**src/rtl/dec_pkg.sv**
```systemverilog
// Shared types and constants for the decoder frame scheduler.
package dec_pkg;

  localparam int DEC_WORD_W       = 64;
  localparam int DEC_FRAME_WORDS  = 262;
  localparam int DEC_OUT_WORDS    = 8;
  localparam int DEC_MAX_INFLIGHT = 2;
  localparam int DEC_GAP_CYCLES   = 4;

  typedef enum logic [1:0] {
    ST_IDLE = 2'd0,
    ST_LOAD = 2'd1,
    ST_GAP  = 2'd2
  } sched_state_t;

  // Counter width for a modulo-n counter, never narrower than one bit.
  function automatic int cnt_w(input int n);
    return (n > 1) ? $clog2(n) : 1;
  endfunction

endpackage

```
**src/rtl/dec_out_stage.sv**
```systemverilog
// Output stage: drains the decoder tx FWFT FIFO into a registered valid/ready
// port, tags frame ends with m_last and reports completed frames.
module dec_out_stage
  import dec_pkg::*;
#(
  parameter int OUT_WORDS = DEC_OUT_WORDS
) (
  input  logic                  clk_dp,
  input  logic                  rst_n,
  output logic                  tx_dat_fifo_rden,
  input  logic [DEC_WORD_W-1:0] tx_dat_fifo_dout,
  input  logic                  tx_dat_fifo_empty,
  output logic [DEC_WORD_W-1:0] m_data,
  output logic                  m_valid,
  output logic                  m_last,
  input  logic                  m_ready,
  output logic                  frame_done
);

  localparam int OCNT_W = cnt_w(OUT_WORDS);

  logic [OCNT_W-1:0]     ocnt;
  logic [DEC_WORD_W-1:0] data_p1;
  logic                  vld_p1;
  logic                  last_p1;
  logic                  ocnt_wrap;

  assign ocnt_wrap        = (ocnt == OCNT_W'(OUT_WORDS - 1));
  assign tx_dat_fifo_rden = !tx_dat_fifo_empty && (!vld_p1 || m_ready);

  // Stage p1: FIFO head captured into the output register
  always_ff @(posedge clk_dp or negedge rst_n) begin
    if (!rst_n) begin
      data_p1 <= '0;
      vld_p1  <= 1'b0;
      last_p1 <= 1'b0;
      ocnt    <= '0;
    end else if (tx_dat_fifo_rden) begin
      data_p1 <= tx_dat_fifo_dout;
      vld_p1  <= 1'b1;
      last_p1 <= ocnt_wrap;
      ocnt    <= ocnt_wrap ? '0 : ocnt + 1'b1;
    end else if (vld_p1 && m_ready) begin
      vld_p1  <= 1'b0;
      last_p1 <= 1'b0;
    end
  end

  assign m_data     = data_p1;
  assign m_valid    = vld_p1;
  assign m_last     = last_p1;
  assign frame_done = vld_p1 && m_ready && last_p1;

endmodule

```
**src/rtl/dec_frame_sched.sv**
```systemverilog
// Frame scheduler in front of decoder_top: frames the LLR stream into the rx
// FIFO under a credit limit and drains decoded frames. Optional statistics
// counters are built when DEC_SCHED_STATS_EN is defined.
module dec_frame_sched
  import dec_pkg::*;
#(
  parameter int FRAME_WORDS  = DEC_FRAME_WORDS,
  parameter int OUT_WORDS    = DEC_OUT_WORDS,
  parameter int MAX_INFLIGHT = DEC_MAX_INFLIGHT,
  parameter int GAP_CYCLES   = DEC_GAP_CYCLES
) (
  input  logic                               clk_dp,
  input  logic                               rst_n,
  input  logic                               enable,
  input  logic [DEC_WORD_W-1:0]              s_data,
  input  logic                               s_valid,
  output logic                               s_ready,
  output logic                               rx_dat_fifo_wren,
  output logic [DEC_WORD_W-1:0]              rx_dat_fifo_din,
  input  logic                               rx_dat_fifo_full,
  output logic                               tx_dat_fifo_rden,
  input  logic [DEC_WORD_W-1:0]              tx_dat_fifo_dout,
  input  logic                               tx_dat_fifo_empty,
  output logic [DEC_WORD_W-1:0]              m_data,
  output logic                               m_valid,
  output logic                               m_last,
  input  logic                               m_ready,
  output logic [$clog2(MAX_INFLIGHT+1)-1:0]  credits,
  output logic                               busy,
  output logic                               err_underflow
`ifdef DEC_SCHED_STATS_EN
  ,
  output logic [31:0]                        stat_frames_in,
  output logic [31:0]                        stat_frames_out,
  output logic [31:0]                        stat_full_stall
`endif
);

  localparam int WCNT_W = cnt_w(FRAME_WORDS);
  localparam int GCNT_W = cnt_w(GAP_CYCLES);
  localparam int CRED_W = $clog2(MAX_INFLIGHT + 1);

  sched_state_t      state;
  logic [WCNT_W-1:0] wcnt;
  logic [GCNT_W-1:0] gcnt;
  logic              accept;
  logic              cred_inc;
  logic              frame_done;

  assign s_ready          = (state == ST_LOAD) && !rx_dat_fifo_full;
  assign accept           = s_valid && s_ready;
  assign rx_dat_fifo_wren = accept;
  assign rx_dat_fifo_din  = s_data;
  assign cred_inc         = accept && (wcnt == WCNT_W'(FRAME_WORDS - 1));
  assign busy             = (credits != '0) || (state != ST_IDLE);

  // Input FSM: a started frame always runs to completion, enable only gates starts
  always_ff @(posedge clk_dp or negedge rst_n) begin
    if (!rst_n) begin
      state <= ST_IDLE;
      wcnt  <= '0;
      gcnt  <= '0;
    end else begin
      case (state)
        ST_IDLE: begin
          wcnt <= '0;
          if (enable && (credits < CRED_W'(MAX_INFLIGHT))) state <= ST_LOAD;
        end
        ST_LOAD: begin
          if (cred_inc) begin
            wcnt  <= '0;
            gcnt  <= '0;
            state <= (GAP_CYCLES > 0) ? ST_GAP : ST_IDLE;
          end else if (accept) begin
            wcnt <= wcnt + 1'b1;
          end
        end
        ST_GAP: begin
          if (gcnt == GCNT_W'(GAP_CYCLES - 1)) begin
            gcnt  <= '0;
            state <= ST_IDLE;
          end else begin
            gcnt <= gcnt + 1'b1;
          end
        end
        default: state <= ST_IDLE;
      endcase
    end
  end

  // Credit counter: a load and a drain in the same cycle cancel out
  always_ff @(posedge clk_dp or negedge rst_n) begin
    if (!rst_n) begin
      credits       <= '0;
      err_underflow <= 1'b0;
    end else begin
      if (frame_done && (credits == '0)) err_underflow <= 1'b1;
      case ({cred_inc, frame_done})
        2'b10:   credits <= credits + 1'b1;
        2'b01:   if (credits != '0) credits <= credits - 1'b1;
        default: ;
      endcase
    end
  end

  dec_out_stage #(
    .OUT_WORDS (OUT_WORDS)
  ) u_out_stage (
    .clk_dp            (clk_dp),
    .rst_n             (rst_n),
    .tx_dat_fifo_rden  (tx_dat_fifo_rden),
    .tx_dat_fifo_dout  (tx_dat_fifo_dout),
    .tx_dat_fifo_empty (tx_dat_fifo_empty),
    .m_data            (m_data),
    .m_valid           (m_valid),
    .m_last            (m_last),
    .m_ready           (m_ready),
    .frame_done        (frame_done)
  );

`ifdef DEC_SCHED_STATS_EN
  always_ff @(posedge clk_dp or negedge rst_n) begin
    if (!rst_n) begin
      stat_frames_in  <= '0;
      stat_frames_out <= '0;
      stat_full_stall <= '0;
    end else begin
      if (cred_inc)   stat_frames_in  <= stat_frames_in + 1'b1;
      if (frame_done) stat_frames_out <= stat_frames_out + 1'b1;
      if ((state == ST_LOAD) && s_valid && rx_dat_fifo_full)
        stat_full_stall <= stat_full_stall + 1'b1;
    end
  end
`endif

endmodule

```
**config.mk**
```make
export PLATFORM = sky130hd
export DESIGN_NAME = dec_frame_sched
export DESIGN_NICKNAME = d
export VERILOG_FILES = /design/src/rtl/dec_pkg.sv /design/src/rtl/dec_out_stage.sv /design/src/rtl/dec_frame_sched.sv
export SDC_FILE = /design/constraint.sdc
export NUM_CORES = 1
export LEC_CHECK = 0
export ABC_CLOCK_PERIOD_IN_PS = 1700
export CORE_ASPECT_RATIO = 0.6
export CORE_MARGIN = 1.5
export CORE_UTILIZATION = 32
export DETAILED_ROUTE_END_ITERATION = 10
export PLACE_DENSITY = 0.85
export SYNTH_ARGS = -nofsm -noshare
export SYNTH_HDL_FRONTEND = slang
export SYNTH_SLANG_ARGS = --single-unit
```
**constraint.sdc**
```tcl
create_clock -name clk_dp -period 1.7 [get_ports clk_dp]
set_clock_uncertainty 0.15 [all_clocks]
set_input_delay 0.34 -clock clk_dp [delete_from_list [all_inputs] [get_ports clk_dp]]
set_output_delay 0.34 -clock clk_dp [all_outputs]
set_load 0.005 [all_outputs]
```
* Yosys cells after proc, flatten, opt, wreduce, memory -nomap -nowiden
Index checks and enable logic that the tools add are counted.
Operators by class: $add $sub $neg 5, $lt $le $gt $ge 1, eq/ne operators 12, muxes and demuxes 16, reduce and logical (&&, ||, !) cells 25
Operators with widths (number):
- $mux 9 | 2
- $pmux 9 s2 | 1
- $mux 2 | 6
- $reduce_bool 2->1 | 6
- $add 9x1->9 const B | 1
- $eq 9x9->1 const B | 1
- $logic_and 1x1->1 | 8
- $ne 2x2->1 const B | 4
- $pmux 2 s2 | 2
- $eq 2x2->1 const B | 3
- $pmux 2 s3 | 1
- $reduce_and 2->1 | 3
- $add 2x1->2 const B | 2
- $eq 2x1->1 const B | 2
- $logic_not 2->1 | 2
- $add 3x1->3 const B | 1
- $eq 3x3->1 const B | 1
- $logic_not 1->1 | 3
- $mux 1 | 3
- $mux 3 | 1
- $ne 3x3->1 const B | 1
- $reduce_and 3->1 | 1
- $logic_or 1x1->1 | 2
- $lt 2x2->1 const B | 1
- $sub 2x1->2 const B | 1
Word-level totals: flip-flop bits (word level) 85, output and inout port bits 137, word-level logic and storage cells 68

* Depth between registers and ports, before layout
Gate-level depths: netlist of the first run.
word-level depth 7, mapped depth 6

* Hierarchy
A second synthesis of the first run with hierarchy kept.
Unflattened totals: cells, all modules 311, area total of the unflattened synthesis 4076.4 um^2
Modules (own cells, without submodules):
- dec_out_stage | times used 1, cells each 154, area an instance 2656.3 um^2
- dec_frame_sched | times used 1, cells each 157, area an instance 1420.1 um^2

* Worst setup path before layout of the first run
No wires, ideal clock.
kind reg-to-reg, from register u_out_stage.vld_p1, in the netlist u_out_stage.m_valid, to register u_out_stage.data_p1[27], in the netlist u_out_stage.m_data[27], library setup time 125 ps, data arrival time 1449 ps, slack -24 ps, stages on the path, launching flop included 7, clock period less this slack 1724 ps, cell sequence dfrtp_1 > nand2b_1 > and2_1 > buf_2 > buf_2 > buf_4 > mux2_2
Between the ends: longest elaborated chain between the ends 3
RTL lines:
- start, declared | RTL line dec_out_stage.sv:24 | logic vld_p1;
- start signal, assigned | RTL line dec_out_stage.sv:35 | vld_p1 <= 1'b0;
- start signal, assigned | RTL line dec_out_stage.sv:40 | vld_p1 <= 1'b1;
- start signal, assigned | RTL line dec_out_stage.sv:44 | vld_p1 <= 1'b0;
- $logic_not 1->1 | RTL line dec_out_stage.sv:29 | assign tx_dat_fifo_rden = !tx_dat_fifo_empty && (!vld_p1 || m_ready);
- $logic_or 1x1->1 | RTL line dec_out_stage.sv:29
- $logic_and 1x1->1 | RTL line dec_out_stage.sv:29
- end signal, assigned | RTL line dec_out_stage.sv:39 | data_p1 <= tx_dat_fifo_dout;
- end, declared | RTL line dec_out_stage.sv:23 | logic [DEC_WORD_W-1:0] data_p1;
No other way between the ends. A chain may end at the register's enable or synchronous reset.

* Final worst setup path of the first run
from input port s_valid, to register credits[0]
Between the ends: longest elaborated chain between the ends 5, elaborated cells between the ends (all ways) 8
RTL lines:
- start, declared | RTL line dec_frame_sched.sv:16 | input logic s_valid,
- $logic_and 1x1->1 (*) | RTL line dec_frame_sched.sv:51 | assign accept = s_valid && s_ready;
- $logic_and 1x1->1 (*) | RTL line dec_frame_sched.sv:54 | assign cred_inc = accept && (wcnt == WCNT_W'(FRAME_WORDS - 1));
- $eq 2x1->1 or $eq 2x2->1 (tied branches) | RTL line dec_frame_sched.sv:98 | case ({cred_inc, frame_done})
- $ne 2x2->1 (no source line) or $reduce_bool 2->1 (tied branches)
- $reduce_and 2->1 (no source line)
- end signal, assigned | RTL line dec_frame_sched.sv:99 | 2'b10: credits <= credits + 1'b1;
- end signal, assigned | RTL line dec_frame_sched.sv:100 | 2'b01: if (credits != '0) credits <= credits - 1'b1;
- end, declared | RTL line dec_frame_sched.sv:28 | output logic [$clog2(MAX_INFLIGHT+1)-1:0] credits,
Mark *: on every way between the ends. The rest lies on a longest branch, timed or not.

==> results, run 1 <==
- The run finished, with violations left.
- The checks that failed: setup timing.
- For this design, the sink count on the clock tree is 85.
- Of the total power, the clock network draws 32.2%.
- The kind of end point of the critical path is a flop.
- TritonCTS built the clock tree.
- During I/O placement, the number of pins put on the boundary was 272.
- Measured against its own limit, the worst slew margin works out to approximately 68%.
- The count of endpoints failing setup in the final report is 9.
- After detailed routing, the average wire length per cell comes to 16.0 µm.
- STA puts the critical path data arrival time at around 1.9 ns.
- Power spread over the standard cell area amounts to 986 mW/mm².
- The final worst-path setup slack is -0.0393 ns.
- The worst setup path is of the primary input to flop kind.
- The net switching power figure is around 0.0015 W.
- The core region is approximately 0.012 mm².
- The via count of the first global-routing pass came to ~2900.
- The maximum number of buffers from clock root to sink is 2.
- In this run the static leakage power is 2.94 nW.
- The HPWL after detailed placement is roughly 6800 µm.
- For the pin with the worst max-slew slack, the measured transition is approximately 0.48 ns.
- The number of max-slew violations in the final report was 0.
- The first-pass GRT wire length is ~15000 µm.
- Sequential cells account for 42.4% of the total power.
- The CTS root buffer is sky130_fd_sc_hd__clkbuf_16.
- The routability congestion estimate from global placement is slightly below 0.8.
- Sorting the synthesized cells by how often they occur yields sky130_fd_sc_hd__dfrtp_1 (85), sky130_fd_sc_hd__mux2_2 (67), sky130_fd_sc_hd__buf_4 (66).
- The die is 89.0 µm tall.
- 0 antenna diodes ended up in the layout.
- In this run, synthesis inferred 0 flip-flops with an integrated enable.
- The number of violations of the max-capacitance limit is 0.
- Before antenna repair, the detailed router went through 4 iterations.
- The share of the core filled with cells is about half.
- The number of buffers added on ports is approximately 140.
- The H-tree level count is 3.
- The cell taking the most area after synthesis is sky130_fd_sc_hd__dfrtp_1.
- The DRC marker count from the first detailed-route iteration is a little under 80.
- The combinational power share is about a quarter.
- The area added between synthesis and finish is 52.8%.
- The synthesis warning total is 0.
- The switching power share of the total is between 20 and 30%.
- Clock latency on the worst-skew pair, taken at its later pin, is between 0.3 and 0.4 ns.
- The net count reported at finish is 580.
- The width of the die is 146 µm.
- The pin count of the biggest net entering global routing is 49.
- Static timing analysis puts the maximum clock frequency at between 500 and 600 MHz.
- The gate count of the mapped netlist is a little over 300.
- The count of state elements after synthesis is 85.
- The initial antenna violation count is 0.
- The via count of the routed design is 2820.
- Fill cells in the final layout number ~1000.
- The total congestion overflow is 0.
- After clock tree synthesis, the clock-pin slew on the worst setup and hold paths is ~0.06 ns.
- Averaged over all synthesized cells, the footprint is between 10 and 15 µm².
- After detailed routing, the number of remaining DRC violations is 0.
- The most common cell in the synthesized netlist is sky130_fd_sc_hd__dfrtp_1.
- Clock tree synthesis inserted a total of 9 buffers.
- Setup repair after global routing could not meet its margin everywhere.
- The largest driver fanout on the critical path is 7.
- The all-layer global routing usage is between 10% and 20%.
- The via density per instance is roughly 4.6.
- The sequential element share of the synthesized area is 54.0%.
- The final antenna-violating net count is 0.
- The number of different library cells in the post-synthesis netlist is 35.
- The share of the clock period used by the worst path after layout is 102%.
- In the post-synthesis netlist, the biggest area contributors are sky130_fd_sc_hd__dfrtp_1 (54%), sky130_fd_sc_hd__mux2_2 (19%), sky130_fd_sc_hd__buf_4 (13%).
- For this configuration, the core starts out at a cell density of 32.8%.
- The routed design has about 10000 µm of wire.
- The floorplan step defined a die boundary enclosing 0.0130 mm².
- After synthesis the cells add up to roughly 0.0039 mm².
- The internal portion of total power is 0.00445 W.
- The area fraction of the dominant cell type after synthesis is 54.0%.
- The worst setup path is launched from a primary input.
- When the netlist entered floorplanning its net count stood at roughly 450.
- The worst ir drop on vdd is roughly 450 µV.
- After synthesis, the share of flip-flops with an asynchronous set or reset is 100%.
- The total count of hold-check failures in the final report was 0.
- The clock period minus worst slack is 1.74 ns.
- Cells with a size suffix above 1 make up a little over a third of the layout.
- The class of the worst hold path is primary input to flop.
- The number of standard-cell rows in the floorplan is 31.
- Before CTS, the worst setup slack after placement is -0.410 ns.
- Among all flip-flop cells after synthesis, the most frequent one is sky130_fd_sc_hd__dfrtp_1.
- Data on the critical path is required at its endpoint by roughly 1.8 ns.
-- what timing repair did --
item	in CTS	in global routing
resized for setup	46	63
hold buffers	1	0
endpoints found under the setup margin	90	84
pin swaps	3	6
buffers inserted	16	8
cloned	2	0
endpoints found under the hold margin	85	0
-- worst max-delay path, stage by stage --
cell	delay, ns
sky130_fd_sc_hd__clkdlybuf4s50_1	0.48
sky130_fd_sc_hd__and4bb_1	0.22
sky130_fd_sc_hd__buf_4	0.15
sky130_fd_sc_hd__nand4_4	0.16
sky130_fd_sc_hd__or3_4	0.41
sky130_fd_sc_hd__nand4_1	0.09
-- final timing paths --
kind                                                start                            endpoint  slack [ns]  cells past startpoint
worst max-delay path                              s_valid              credits[0]$_DFFE_PN0P_       -0.04                      6
worst max register to register        wcnt[1]$_DFFE_PN0P_              credits[0]$_DFFE_PN0P_       -0.04                      6
worst min register to register  err_underflow$_DFFE_PN0P_           err_underflow$_DFFE_PN0P_        0.32                      1
worst min-delay path                    tx_dat_fifo_empty     u_out_stage.m_valid$_DFFE_PN0P_        0.17                      2
max in group asynchronous                           rst_n  u_out_stage.m_data[13]$_DFFE_PN0P_        0.57                      3
min in group asynchronous                           rst_n  u_out_stage.m_data[46]$_DFFE_PN0P_        0.39                      3
-- area by class of cell --
| type | count | area (µm²) | share of cell area (%) |
|---|---|---|---|
| Clock inverter | 5 | 61.3 | 1.02 |
| Timing Repair Buffer | 197 | 2030 | 33.7 |
| Clock buffer | 10 | 229 | 3.80 |
| Inverter | 3 | 11.3 | 0.187 |
| Tap cell | 165 | 206 | 3.43 |
| Sequential cell | 85 | 2130 | 35.3 |
| Multi-Input combinational cell | 144 | 1360 | 22.6 |
-- sequential cells by signal, indices dropped and copies added (netlist names) --
register             cells
state                    2
gcnt                     2
err_underflow            1
u_out_stage.m_last       1
u_out_stage.ocnt         3
u_out_stage.m_valid      1
u_out_stage.m_data      64
wcnt                     9
credits                  2
-- power groups by stage --
stage	Combinational [W]	Clock (W)	Sequential, W
2_1_floorplan	0.000595	0	0.00257
3_3_place_gp	0.00140	0	0.00253
3_5_place_dp	0.00144	0	0.00256
4_1_cts	0.00152	0.00199	0.00253
5_1_grt	0.00164	0.00211	0.00256
6_report	0.00151	0.00191	0.00252
-- logic make-up after synthesis --
kind of cell    share of synthesized area [%]
flops                                    54.0
buf+inv                                  13.8
mux                                      19.1
simple gates                             7.20
compound gates                           3.17
xor+xnor                                 1.11
fa+ha+maj                                1.59
-- layer usage --
layer,vias to the layer above,wire (µm),GRT usage (%)
met2,151,4650,24.1
met4,0,140,4.32
met5,-,0,0
met3,23,941,7.04
met1,1374,4040,17.1
li1,1272,-,-
-- layout by cell type (no fill, tap or decap), types with 2 or more instances in the layout --
| cell type | n |
|---|---|
| sky130_fd_sc_hd__dfrtp_1 | 85 |
| sky130_fd_sc_hd__clkdlybuf4s50_1 | 69 |
| sky130_fd_sc_hd__mux2_2 | 67 |
| sky130_fd_sc_hd__dlymetal6s2s_1 | 44 |
| sky130_fd_sc_hd__buf_4 | 41 |
| sky130_fd_sc_hd__dlygate4sd2_1 | 24 |
| sky130_fd_sc_hd__nor2_1 | 9 |
| sky130_fd_sc_hd__clkbuf_16 | 9 |
| sky130_fd_sc_hd__nand2_1 | 6 |
| sky130_fd_sc_hd__o21ai_0 | 6 |
| sky130_fd_sc_hd__nand3_1 | 6 |
| sky130_fd_sc_hd__buf_12 | 6 |
| sky130_fd_sc_hd__buf_6 | 5 |
| sky130_fd_sc_hd__nand4_1 | 4 |
| sky130_fd_sc_hd__nand2b_1 | 3 |
| sky130_fd_sc_hd__nand4b_1 | 3 |
| sky130_fd_sc_hd__xnor2_1 | 3 |
| sky130_fd_sc_hd__ha_1 | 3 |
| sky130_fd_sc_hd__clkinvlp_4 | 3 |
| sky130_fd_sc_hd__nor2_4 | 2 |
| sky130_fd_sc_hd__inv_1 | 2 |
| sky130_fd_sc_hd__a21o_1 | 2 |
| sky130_fd_sc_hd__or3_1 | 2 |
| sky130_fd_sc_hd__a21oi_2 | 2 |
| sky130_fd_sc_hd__nor3_1 | 2 |
| sky130_fd_sc_hd__xor2_1 | 2 |
| sky130_fd_sc_hd__ha_4 | 2 |
| sky130_fd_sc_hd__buf_16 | 2 |
| sky130_fd_sc_hd__buf_2 | 2 |
| sky130_fd_sc_hd__clkbuf_2 | 2 |
-- through the flow --
stage	instance area [µm²]	power, W	setup TNS, ns	hold slack [ns]	cells
final	6020	0.00594	-0.116	0.166	609
after global routing	6020	0.00631	-0.979	0.150	609
after CTS	5800	0.00604	-0.107	0.154	601
after detailed placement	5320	0.00399	-28.59	0.182	568
after global placement	5320	0.00393	-26.17	0.172	568
after floorplan	3950	0.00317	0	-0.106	306
(Power assumes the default switching activity.)
==> inputs of run 2 (changes only) <==
ABC_CLOCK_PERIOD_IN_PS = 2000   (was 1700)
CORE_UTILIZATION = 36   (was 32)
PLACE_DENSITY = 0.9   (was 0.85)
clock period = 2 ns   (was 1.7 ns; I/O delays follow)
==> run 2 against run 1 <==
  * Critical endpoint is now busy
  * The run now ends clean
  * Non-clock buffer count fell by 38
  * Sequential share of layout area rose by 3.4 points
  * Critical path type is now flop to primary output
  * Highest routed layer unchanged
  * Via count fell by 4.7%
  * Largest power group unchanged
  * Cell area fell by 8.6%
  * Core utilization rose by 1.9 points
  * Power fell by 16%
==> results, run 2 (synthesis results as in run 1) <==
- The cell type of the slowest stage on the worst timing path is sky130_fd_sc_hd__dfrtp_2.
- The count of clock tree sinks is 85 (unchanged).
- The delay of the slowest cell on the worst path is 0.45 ns (-0.03 ns).
- The net count reported at finish is 542 (-6.6%).
- The final antenna-violating net count is 0 (unchanged).
- The worst ir drop on vdd is 548 µV (+21%).
- The launching element of the worst setup path is state[1]$_DFFE_PN0P_.
- The ratio of cells with drive above 1 in the final layout is 26.3% (-8.6 points).
- The area of placed instances is 0.00513 mm² (-3.4%).
- The antenna cell count is 0 (unchanged).
- The min-delay analysis places its worst path in the category flop to flop.
- The via density per instance is 4.92 (+6.3%).
- The largest driver fanout on the critical path is 4 (-3).
- The final design instance area without fill was 0.00551 mm² (-8.6%).
- The HPWL after detailed placement was 6460 µm (-4.8%).
- Setup repair after global routing could not meet its margin everywhere.
- The number of inserted filler cells in the final layout is 911 (-12%).
- The initial standard-cell utilization of the core is 37.2% (+4.4 points).
- The area enclosed by the die boundary is 0.0116 mm² (-11%).
- The core footprint came to 0.0106 mm² (-12%).
- The pin count of the biggest net entering global routing is 47 (-4.1%).
- The number of buffers added on ports is 143 (unchanged).
- The number of standard-cell rows in the floorplan came to 29 (-6.5%).
- The clock input transition at the sequential cells of the worst setup and hold paths is 0.06 ns (about the same).
- The first-pass GRT wire length is 14200 µm (-2.0%).
- The final critical path takes up between 90% and 100% of the cycle.
- The total congestion overflow is 0 (unchanged).
- The all-layer global routing usage came to 15.3% (+0.69 points).
- The number of ports placed on the die boundary is 272 (unchanged).
- The vertical die dimension is 84.1 µm (-5.5%).
- The number of detailed-routing iterations run before antenna repair is 4 (unchanged).
- The total count of hold-check failures in the final report is 0 (unchanged).
- In the layout the commonest cells are sky130_fd_sc_hd__clkdlybuf4s50_1 (138), sky130_fd_sc_hd__dfrtp_1 (81), sky130_fd_sc_hd__mux2_2 (67), sky130_fd_sc_hd__buf_4 (12).
- The number of max-slew violations in the final report is 0 (unchanged).
- The number of buffers added by the clock tree synthesis step was 9 (unchanged).
- The startpoint identified for the worst register-to-register timing path is state[1]$_DFFE_PN0P_.
- The area added between synthesis and finish is 39.7%.
- The latest clock arrival within the worst-skew pair is 0.32 ns (about the same).
- STA classifies the critical path startpoint as a flop.
- The leakage power was 2.28 nW (-22%).
- Traced cell by cell, the critical path runs through nor2_4, nand2_1, clkdlybuf4s50_1.
- The count of endpoints failing setup in the final report is 0 (-9).
- Derived from the worst setup path, the maximum achievable clock frequency is 506 MHz.
- The number of violations of the max-capacitance limit came to 0 (unchanged).
- The library cell used most frequently in the layout, excluding fill and tap cells, is sky130_fd_sc_hd__clkdlybuf4s50_1.
- The setup TNS after final layout came to 0 ns (+0.116 ns).
- The endpoint required time on the critical path is 1.45 ns (-0.36 ns).
- The flow ran to the end, and the final reports show no timing, DRC or antenna violations.
- The DRC marker count from the first detailed-route iteration came to 65 (-18%).
- The final worst-path setup slack came to 0.0243 ns (+0.0636 ns).
- The width of the die is 138 µm (-5.6%).
- The number of remaining DRC errors is 0 (unchanged).
- The remaining max-slew budget at the tightest pin is 70.0% (+1.8 points).
- TritonCTS built the clock tree.
- The power per standard cell area is 910 mW/mm² (-7.7%).
- The worst hold path begins at err_underflow$_DFFE_PN0P_.
- The final routed wirelength across all metal layers is 8600 µm (-12%).
- CTS placed an instance of sky130_fd_sc_hd__clkbuf_16 at the clock tree root.
- The clock period minus worst slack is 1.98 ns.
- The number of flip-flops in the largest register came to 64 (unchanged).
- The worst slack at placement was -0.255 ns (+0.156 ns).
- The critical setup path kind is flop to primary output.
- The data arrival time at the worst-slack endpoint is 1.43 ns (-0.42 ns).
- The share of the core filled with cells is 52.0% (+1.9 points).
- The via count of the first global-routing pass is 2847 (-1.0%).
- The maximum number of buffers from clock root to sink is 2 (unchanged).
- The initial antenna violation count is 0 (unchanged).
- The routability congestion estimate from global placement is 0.791 (-0.38%).
- The H-tree level count is 3 (unchanged).
- The worst setup path is captured at a primary output.
- The pin slew with the least headroom to its limit is 0.449 ns (-0.0275 ns).
- The average wire per cell in the routed design is 15.7 µm (-1.8%).
- The via count of the routed design is 2687 (-4.7%).
-- run 2: changes by cell type in the layout (fill, tap and decap cells not counted), moves of 3 or more --
cell	change
sky130_fd_sc_hd__clkdlybuf4s50_1	+69
sky130_fd_sc_hd__dlymetal6s2s_1	-44
sky130_fd_sc_hd__buf_4	-29
sky130_fd_sc_hd__dlygate4sd2_1	-21
sky130_fd_sc_hd__buf_6	-4
sky130_fd_sc_hd__dfrtp_1	-4
sky130_fd_sc_hd__dfrtp_2	+4
sky130_fd_sc_hd__buf_12	-3
-- run 2: per-layer routing --
layer	global-route usage (%)	routed length (µm)
met5	0	0
met4	4.50	112
met3	9.58	1010
met2	22.6	3880
met1	18.3	3600
-- run 2: report_power, final --
group	switching, W	total, W	leakage, nW	internal [W]
logic	0.000341	0.00111	1.12	0.000767
registers	0.000194	0.00218	1.02	0.00199
clock network	0.000631	0.00172	0.147	0.00109
total	0.00117	0.00501	2.28	0.00385
-- run 2: path summary, 6_finish.rpt --
| check | slack (ns) | depth (start not counted) | endpoint |
|---|---|---|---|
| max | 0.02 | 3 | busy |
| min | 0.32 | 1 | err_underflow$_DFFE_PN0P_ |
| max reg2reg | 0.10 | 6 | credits[0]$_DFFE_PN0P_ |
| min reg2reg | 0.32 | 1 | err_underflow$_DFFE_PN0P_ |
| max in group asynchronous | 0.74 | 3 | credits[1]$_DFFE_PN0P_ |
| min in group asynchronous | 0.39 | 2 | u_out_stage.m_data[40]$_DFFE_PN0P_ |
-- run 2: stage by stage --
| stage | instances | hold WS [ns] | power [W] |
|---|---|---|---|
| after floorplan | 306 | -0.0456 | 0.00268 |
| after global placement | 525 | 0.201 | 0.00326 |
| after global routing | 546 | 0.356 | 0.00530 |
| after CTS | 547 | 0.325 | 0.00509 |
| final | 546 | 0.319 | 0.00501 |
| after detailed placement | 525 | 0.208 | 0.00332 |
-- run 2: area by class of cell --
type	count	area (µm²)	area share, %
repair buffers	159	1580	28.8
well taps	139	174	3.16
clock buffers	12	236	4.29
flip-flops and latches	85	2130	38.7
inverters	3	11.3	0.204
multi-input cells	144	1300	23.6
clock inverters	4	72.6	1.32
-- run 2: critical path: cells and delay by family, from the launching register on --
kind                   cells  cell delay [ns]
AND/OR/NAND/NOR            2             0.20
flip-flops                 1             0.45
buffers and inverters      1             0.44
-- run 2: timing repair --
item,in CTS,in global routing
hold buffers,1,0
hold endpoints to repair,29,0
setup endpoints to repair,4,4
buffers inserted,5,0
gates cloned,0,0
pin swaps,2,2
resized for setup,9,7
